--- config.mk ---
export PLATFORM = sky130hd
export DESIGN_NAME = fifo_sync
export DESIGN_NICKNAME = d
export VERILOG_FILES = /design/src/rtl/fifo_sync.sv
export SDC_FILE = /design/constraint.sdc
export NUM_CORES = 1
export LEC_CHECK = 0
export CAP_MARGIN = 20
export CORE_UTILIZATION = 50
export DETAILED_ROUTE_END_ITERATION = 16
export PLACE_DENSITY = 0.74
export SETUP_SLACK_MARGIN = 0.05
export SYNTH_ARGS = -nofsm -noshare
export SYNTH_HDL_FRONTEND = slang
export SYNTH_SLANG_ARGS = --single-unit
export TNS_END_PERCENT = 1
--- constraint.sdc ---
create_clock -name clk -period 4.5 [get_ports clk]
set_input_delay 0.9 -clock clk [delete_from_list [all_inputs] [get_ports clk]]
set_output_delay 0.9 -clock clk [all_outputs]
set_load 0.05 [all_outputs]
--- src/rtl/fifo_sync.sv ---
// fifo_sync: single-clock parametrised FIFO with occupancy count, programmable
// almost-full/almost-empty flags and sticky overflow/underflow error flags.
//
// Optional feature (compile-time macro): FIFO_FWFT_EN
//   defined   -> first-word-fall-through: datout shows the head entry whenever
//                the FIFO is non-empty, rd_en pops it.
//   undefined -> standard registered read with one cycle of latency.
//
// Ports:
//   clk       in   single clock, rising edge
//   rst       in   asynchronous active-low reset
//   wr_en     in   write request
//   datin     in   write data [DATO_WIDTH]
//   rd_en     in   read request (standard) / pop acknowledge (FWFT)
//   clr_err   in   synchronous clear of overflow/underflow
//   datout    out  read data [DATO_WIDTH]
//   dato      out  datout holds valid data
//   full      out  count == depth
//   empy      out  count == 0
//   afull     out  count >= AFULL_THRESH
//   aempty    out  count <= AEMPTY_THRESH
//   count     out  occupancy 0..depth [FIFO_LENGTH+1]
//   overflow  out  sticky: a write was rejected
//   underflow out  sticky: a read was rejected
module fifo_sync #(
  parameter int unsigned DATO_WIDTH    = 8,
  parameter int unsigned FIFO_LENGTH   = 2,
  parameter int unsigned AFULL_THRESH  = (1 << FIFO_LENGTH) - 1,
  parameter int unsigned AEMPTY_THRESH = 1
) (
  input  logic                  clk,
  input  logic                  rst,
  input  logic                  wr_en,
  input  logic [DATO_WIDTH-1:0] datin,
  input  logic                  rd_en,
  input  logic                  clr_err,
  output logic [DATO_WIDTH-1:0] datout,
  output logic                  dato,
  output logic                  full,
  output logic                  empy,
  output logic                  afull,
  output logic                  aempty,
  output logic [FIFO_LENGTH:0]  count,
  output logic                  overflow,
  output logic                  underflow
);

  localparam int unsigned Depth = 1 << FIFO_LENGTH;
  localparam int unsigned CntW  = FIFO_LENGTH + 1;

  localparam logic [CntW-1:0] DepthCnt   = CntW'(Depth);
  localparam logic [CntW-1:0] AFullCnt   = CntW'(AFULL_THRESH);
  localparam logic [CntW-1:0] AEmptyCnt  = CntW'(AEMPTY_THRESH);
  localparam logic [FIFO_LENGTH-1:0] PtrOne = FIFO_LENGTH'(1);

  logic [DATO_WIDTH-1:0]  mem_q [Depth];
  logic [FIFO_LENGTH-1:0] wr_ptr_q, rd_ptr_q;
  logic [CntW-1:0]        count_q, count_d;
  logic                   full_q, empy_q, afull_q, aempty_q;
  logic                   ovf_q, ovf_d, unf_q, unf_d;
  logic                   wr_acc, rd_acc;

  always_comb begin
    rd_acc  = rd_en & ~empy_q;
    // A read in the same cycle frees a slot, so a full FIFO still takes the write.
    wr_acc  = wr_en & (~full_q | rd_acc);
    count_d = count_q + CntW'(wr_acc) - CntW'(rd_acc);
    // Setting has priority over clearing.
    ovf_d   = (wr_en & ~wr_acc) | (ovf_q & ~clr_err);
    unf_d   = (rd_en & ~rd_acc) | (unf_q & ~clr_err);
  end

  // Flags are registered from count_d so they line up with count every cycle.
  always_ff @(posedge clk or negedge rst) begin
    if (!rst) begin
      wr_ptr_q <= '0;
      rd_ptr_q <= '0;
      count_q  <= '0;
      full_q   <= 1'b0;
      empy_q   <= 1'b1;
      afull_q  <= 1'b0;
      aempty_q <= 1'b1;
      ovf_q    <= 1'b0;
      unf_q    <= 1'b0;
    end else begin
      if (wr_acc) wr_ptr_q <= wr_ptr_q + PtrOne;
      if (rd_acc) rd_ptr_q <= rd_ptr_q + PtrOne;
      count_q  <= count_d;
      full_q   <= (count_d == DepthCnt);
      empy_q   <= (count_d == '0);
      afull_q  <= (count_d >= AFullCnt);
      aempty_q <= (count_d <= AEmptyCnt);
      ovf_q    <= ovf_d;
      unf_q    <= unf_d;
    end
  end

  // Storage is deliberately left unreset.
  always_ff @(posedge clk) begin
    if (wr_acc) mem_q[wr_ptr_q] <= datin;
  end

`ifdef FIFO_FWFT_EN
  assign datout = empy_q ? '0 : mem_q[rd_ptr_q];
  assign dato   = ~empy_q;
`else
  logic [DATO_WIDTH-1:0] datout_q;
  logic                  dato_q;

  always_ff @(posedge clk or negedge rst) begin
    if (!rst) begin
      datout_q <= '0;
      dato_q   <= 1'b0;
    end else begin
      if (rd_acc) datout_q <= mem_q[rd_ptr_q];
      dato_q <= rd_acc;
    end
  end

  assign datout = datout_q;
  assign dato   = dato_q;
`endif

  assign full      = full_q;
  assign empy      = empy_q;
  assign afull     = afull_q;
  assign aempty    = aempty_q;
  assign count     = count_q;
  assign overflow  = ovf_q;
  assign underflow = unf_q;

endmodule

======== Word level (Yosys, flattened, before mapping) ========
Memory sizes are Yosys's and may differ from the RTL's. A register that Yosys moved wholly into a read port is not among the register bits.
Cells that the tools add are included.
storage, ports and cells
  register bits after elaboration ......... 14
  memories ................................ 1
  RAM bits ................................ 32
  input bits .............................. 13
  logic and storage cells ................. 36
operators by class
  muxes and demuxes ....................... 2
  add/subtract/negate cells ............... 4
  reductions and logical operators ........ 2
  equality and inequality tests ........... 1
  bitwise logic cells ..................... 14
  $lt $le $gt $ge ......................... 2
memories
  name   depth  width  read ports  clocked after memory_dff  write ports  line  source
  mem_q  4      8      1           1                         1            56    logic [DATO_WIDTH-1:0] mem_q [Depth];
operators with widths
  operator             number
  $and 1x1->1          6
  $not 1->1            5
  $add 2x1->2 const B  2
  $add 3x1->3          1
  $eq 3x3->1 const B   1
  $ge 3x2->1 const B   1
  $le 3x1->1 const B   1
  $logic_not 3->1      1
  $or 1x1->1           3
  $sub 3x1->3          1
  $mux 1               2
  $logic_not 1->1      1

======== Longest topological paths before layout ========
  word-level depth ........................ 7
  gate-level depth with buffers ........... 10
  mapped depth without buffers ............ 10

======== Worst setup path before layout ========
No wires, ideal clock.
  kind .................................... input-to-reg
  from .................................... in rd_en
  to ...................................... reg full_q, in the netlist full
  stages .................................. 10
  slack ................................... 1.766 ns
  buffers on the path ..................... 0
  data arrival time ....................... 2.645 ns
  path through ............................ nand2b_4 > a21boi_4 > inv_1 > ha_1 > inv_1 > ha_1 > fa_1 > xnor2_1 > xnor2_2 > nor3b_1
between the ends
  word-level cells in the longest chain between the ends .. 6
RTL lines
  what                    line  source
  start: declaration      35    input logic rd_en,
  $and 1x1->1 *           64    rd_acc = rd_en & ~empy_q;
  $or 1x1->1              66    wr_acc = wr_en & (~full_q | rd_acc);
  $and 1x1->1             66
  $add 3x1->3             67    count_d = count_q + CntW'(wr_acc) - CntW'(rd_acc);
  $sub 3x1->3 *           67
  named net count_d[2]    58    logic [CntW-1:0] count_q, count_d;
  $eq 3x3->1 *            89    full_q <= (count_d == DepthCnt);
  end signal: assignment  89
  end: declaration        59    logic full_q, empy_q, afull_q, aempty_q;
The timed path passes the listed nets; every way through them passes the cells marked *.
A chain may end at the register's enable or synchronous reset.

======== Final worst setup path ========
Ends and elaborated chain as after synthesis.

==> results by group <==
Clock tree
  – Post-CTS setup buffer count: 0
  – CTS tree: built
  – H-tree Lvls: 2
  – CTS Buf Count: 5
  – CTS resizes: 0
  – Root buf cell: clkbuf_8
  – Clock transition at path regs: 80 ps
  – CTS Hold Bufs: 0
  – CTS Sinks: 54
  – Clock Latency Late Sink: 300 ps
  – Bufs on Longest Clock Path: 2

Synthesis
  – XOR/XNOR share of the synthesized area: 0.0242
  – Adder-cell share of the synthesized area: 0.0449
  – Synth cell types: 26
  – Cell taking the most area after synthesis: edfxtp_1
  – Post-synthesis mux area share: 0.0810
  – Mapped Nets: 149
  – Synth top area share: 0.454
  – Syn Inst Count: 129
  – Post-synth top flop: edfxtp_1
  – Post-Syn Area: 2120 µm²
  – Syn_area_per_cell: 16.4 µm²
  – Compound-Gate Fraction of Synth Area: 0.0508
  – Ys Warns: 0
  – Fraction of the yosys area taken by sequential cells: 0.715
  – Ranking of synthesized cells by area: edfxtp_1, dfrtp_1, mux2i_1
  – Main combinational cell family by area after synthesis: multiplexers
  – EDFF count, synth: 32
  – Post-synth ARST share: 0.407
  – Simple-gate share of the synthesized area: 0.0508
  – FF+latch count, synth: 54

Layout
  – Number of antenna diodes: 0
  – FILL cells: 313
  – Final net count: 183
  – Commonest non-fill, non-tap cell in the layout: edfxtp_1
  – Commonest cells after routing, fill and taps aside: edfxtp_1, clkdlybuf4s50_1, dfrtp_1
  – Area Growth Syn to Fin: 21.0%
  – Ratio of cells with drive above 1 in the final layout: 0.0915

Power
  – Leakage: 0.00101 µW
  – Pwr per Cell Area: 714 nW/µm²
  – Clock share of power: 0.167
  – Sw Ratio: 0.379
  – Combinational Power Share: 0.406
  – Sequential power share: 0.427
  – Max VDD drop: 0.353 mV
  – Net switching power figure: 694 µW
  – Pint: 1140 µW

Timing
  – Worst slew margin: 0.388
  – Setup_tns: 0 ps
  – RSZ-0062 raised after global routing: no
  – Max Clk Rate: 310 MHz
  – Hold slack: 494 ps
  – Worst-margin pin slew: 918 ps
  – Final period util: 0.718
  – Worst Clk Skew: 10.3 ps
  – Finish-stage setup viols: 0
  – Final Hold Fails: 0
  – Max Transition Viols Final: 0
  – Tmin final: 3230 ps

Global route
  – Largest net degree at the start of global routing: 23
  – Vias in the first global route: 1092
  – First-pass GRT wire length: 5.55 mm
  – Initial antenna violation count: 0
  – Overall routing resource usage: 0.183
  – GRT overflow: 0

Die
  – Die H: 67.1 µm
  – Chip Width: 67.1 µm
  – Core Area: 4030 µm²
  – Starting density of the core: 0.525
  – IO Pins: 31
  – FP Rows: 23
  – Die ar.: 4500 µm²

Worst hold path
  – Min-delay worst type: flip-flop to flip-flop

Route
  – Starting DRT DRC Count: 46
  – Final Routed Wirelength: 3.44 mm
  – Remaining DRCs: 0
  – DR vias/cell: 5.11
  – Antenna Nets Post-Route: 0
  – Avg WL per Cell: 16.1 µm
  – Drt pass-1 iters: 4
  – Vias: 1094

Setup path
  – Worst EP required: 4700 ps
  – Critical setup path kind: primary input to flip-flop
  – CP Launch Type: primary input
  – WP data arrival: 3430 ps
  – Crit end category: flip-flop
  – Crit Path Max Fanout: 12

Place
  – Placer Congestion: 0.739
  – Port bufs: 30
  – Detailed Place HPWL: 2.42 mm

Run status
  – Status: completed

Run
  – Max-cap check violation count: 0
==> cell usage after synthesis, types with 2 or more instances <==
library cell,instances
buf_2,2
nand2_1,11
xnor2_1,4
ha_1,6
mux2i_1,16
dfstp_2,2
inv_1,8
o221ai_1,8
dfrtp_1,20
edfxtp_1,32
and2_1,4
o21ai_0,2
==> stage by stage <==
stage	instance area, µm²	worst slack, ps	util	std cells	power (µW)
2_1_floorplan	2120	1770	-	129	1330
3_3_place_gp	2440	1070	0.607	205	1520
3_5_place_dp	2440	955	0.607	205	1550
4_1_cts	2550	1260	0.633	213	1850
5_1_grt	2560	1090	0.636	214	1930
6_report	2560	1270	0.636	214	1830
==> worst max-delay path, stage by stage <==
cell	delay, ps
clkdlybuf4s50_1	530
nand2b_4	150
a21boi_4	260
inv_1	70
ha_1	270
inv_1	40
ha_1	180
fa_1	370
xnor2_1	260
xnor2_2	180
nor3b_1	230
==> layer usage <==
metal,global-route usage,part of all wire,vias up
li1,-,-,531
met1,0.222,0.44,542
met2,0.301,0.52,15
met3,0.0514,0.028,6
met4,0.0798,0.018,0
met5,0,0,-
==> cell type report <==
class	count	area (µm²)	area share
sequential	54	1510	0.591
multi-input combinational	62	533	0.208
timing repair buffer	31	312	0.122
clock buffer	6	72.6	0.0283
tap	50	62.6	0.0244
clock inverter	2	33.8	0.0132
inverter	9	33.8	0.0132
==> kinds of logic (layout without fill, tap and decap cells) <==
family                     Yosys count  count (layout)
DFF                                 54              54
and+or+nand+nor                     21              21
muxes                               17              17
buffers and inverters               13              48
AOI/OAI and AO/OA                   12              12
adders and majority gates            7               7
xor gates and xnor gates             5               5
==> state kept, by name, summed over array words and instances (netlist names) <==
| register | flops |
|---|---|
| mem_q | 32 |
| datout | 8 |
| count | 3 |
| rd_ptr_q | 2 |
| wr_ptr_q | 2 |
| aempty | 1 |
| afull | 1 |
| dato | 1 |
| empy | 1 |
| full | 1 |
| overflow | 1 |
| underflow | 1 |
==> final timing paths <==
check,slack (ps),to,startpoint,cells after the start
min in group asynchronous,950,underflow,rst,1
worst min-delay path,490,rd_ptr_q[1],rd_ptr_q[1],1
worst min register to register,490,rd_ptr_q[1],rd_ptr_q[1],1
worst max-delay path,1270,full,rd_en,11
max in group asynchronous,3070,rd_ptr_q[1],rst,2
worst max register to register,1950,full,empy,10
==> power groups by stage <==
| stage | clock [µW] | combinational [µW] | sequential (µW) |
|---|---|---|---|
| floorplan | 0 | 350 | 976 |
| global placement | 0 | 730 | 786 |
| detailed placement | 0 | 751 | 795 |
| CTS | 314 | 752 | 784 |
| global route | 332 | 801 | 801 |
| finish | 306 | 743 | 781 |
No activity file was read; power rests on OpenSTA's default activity.
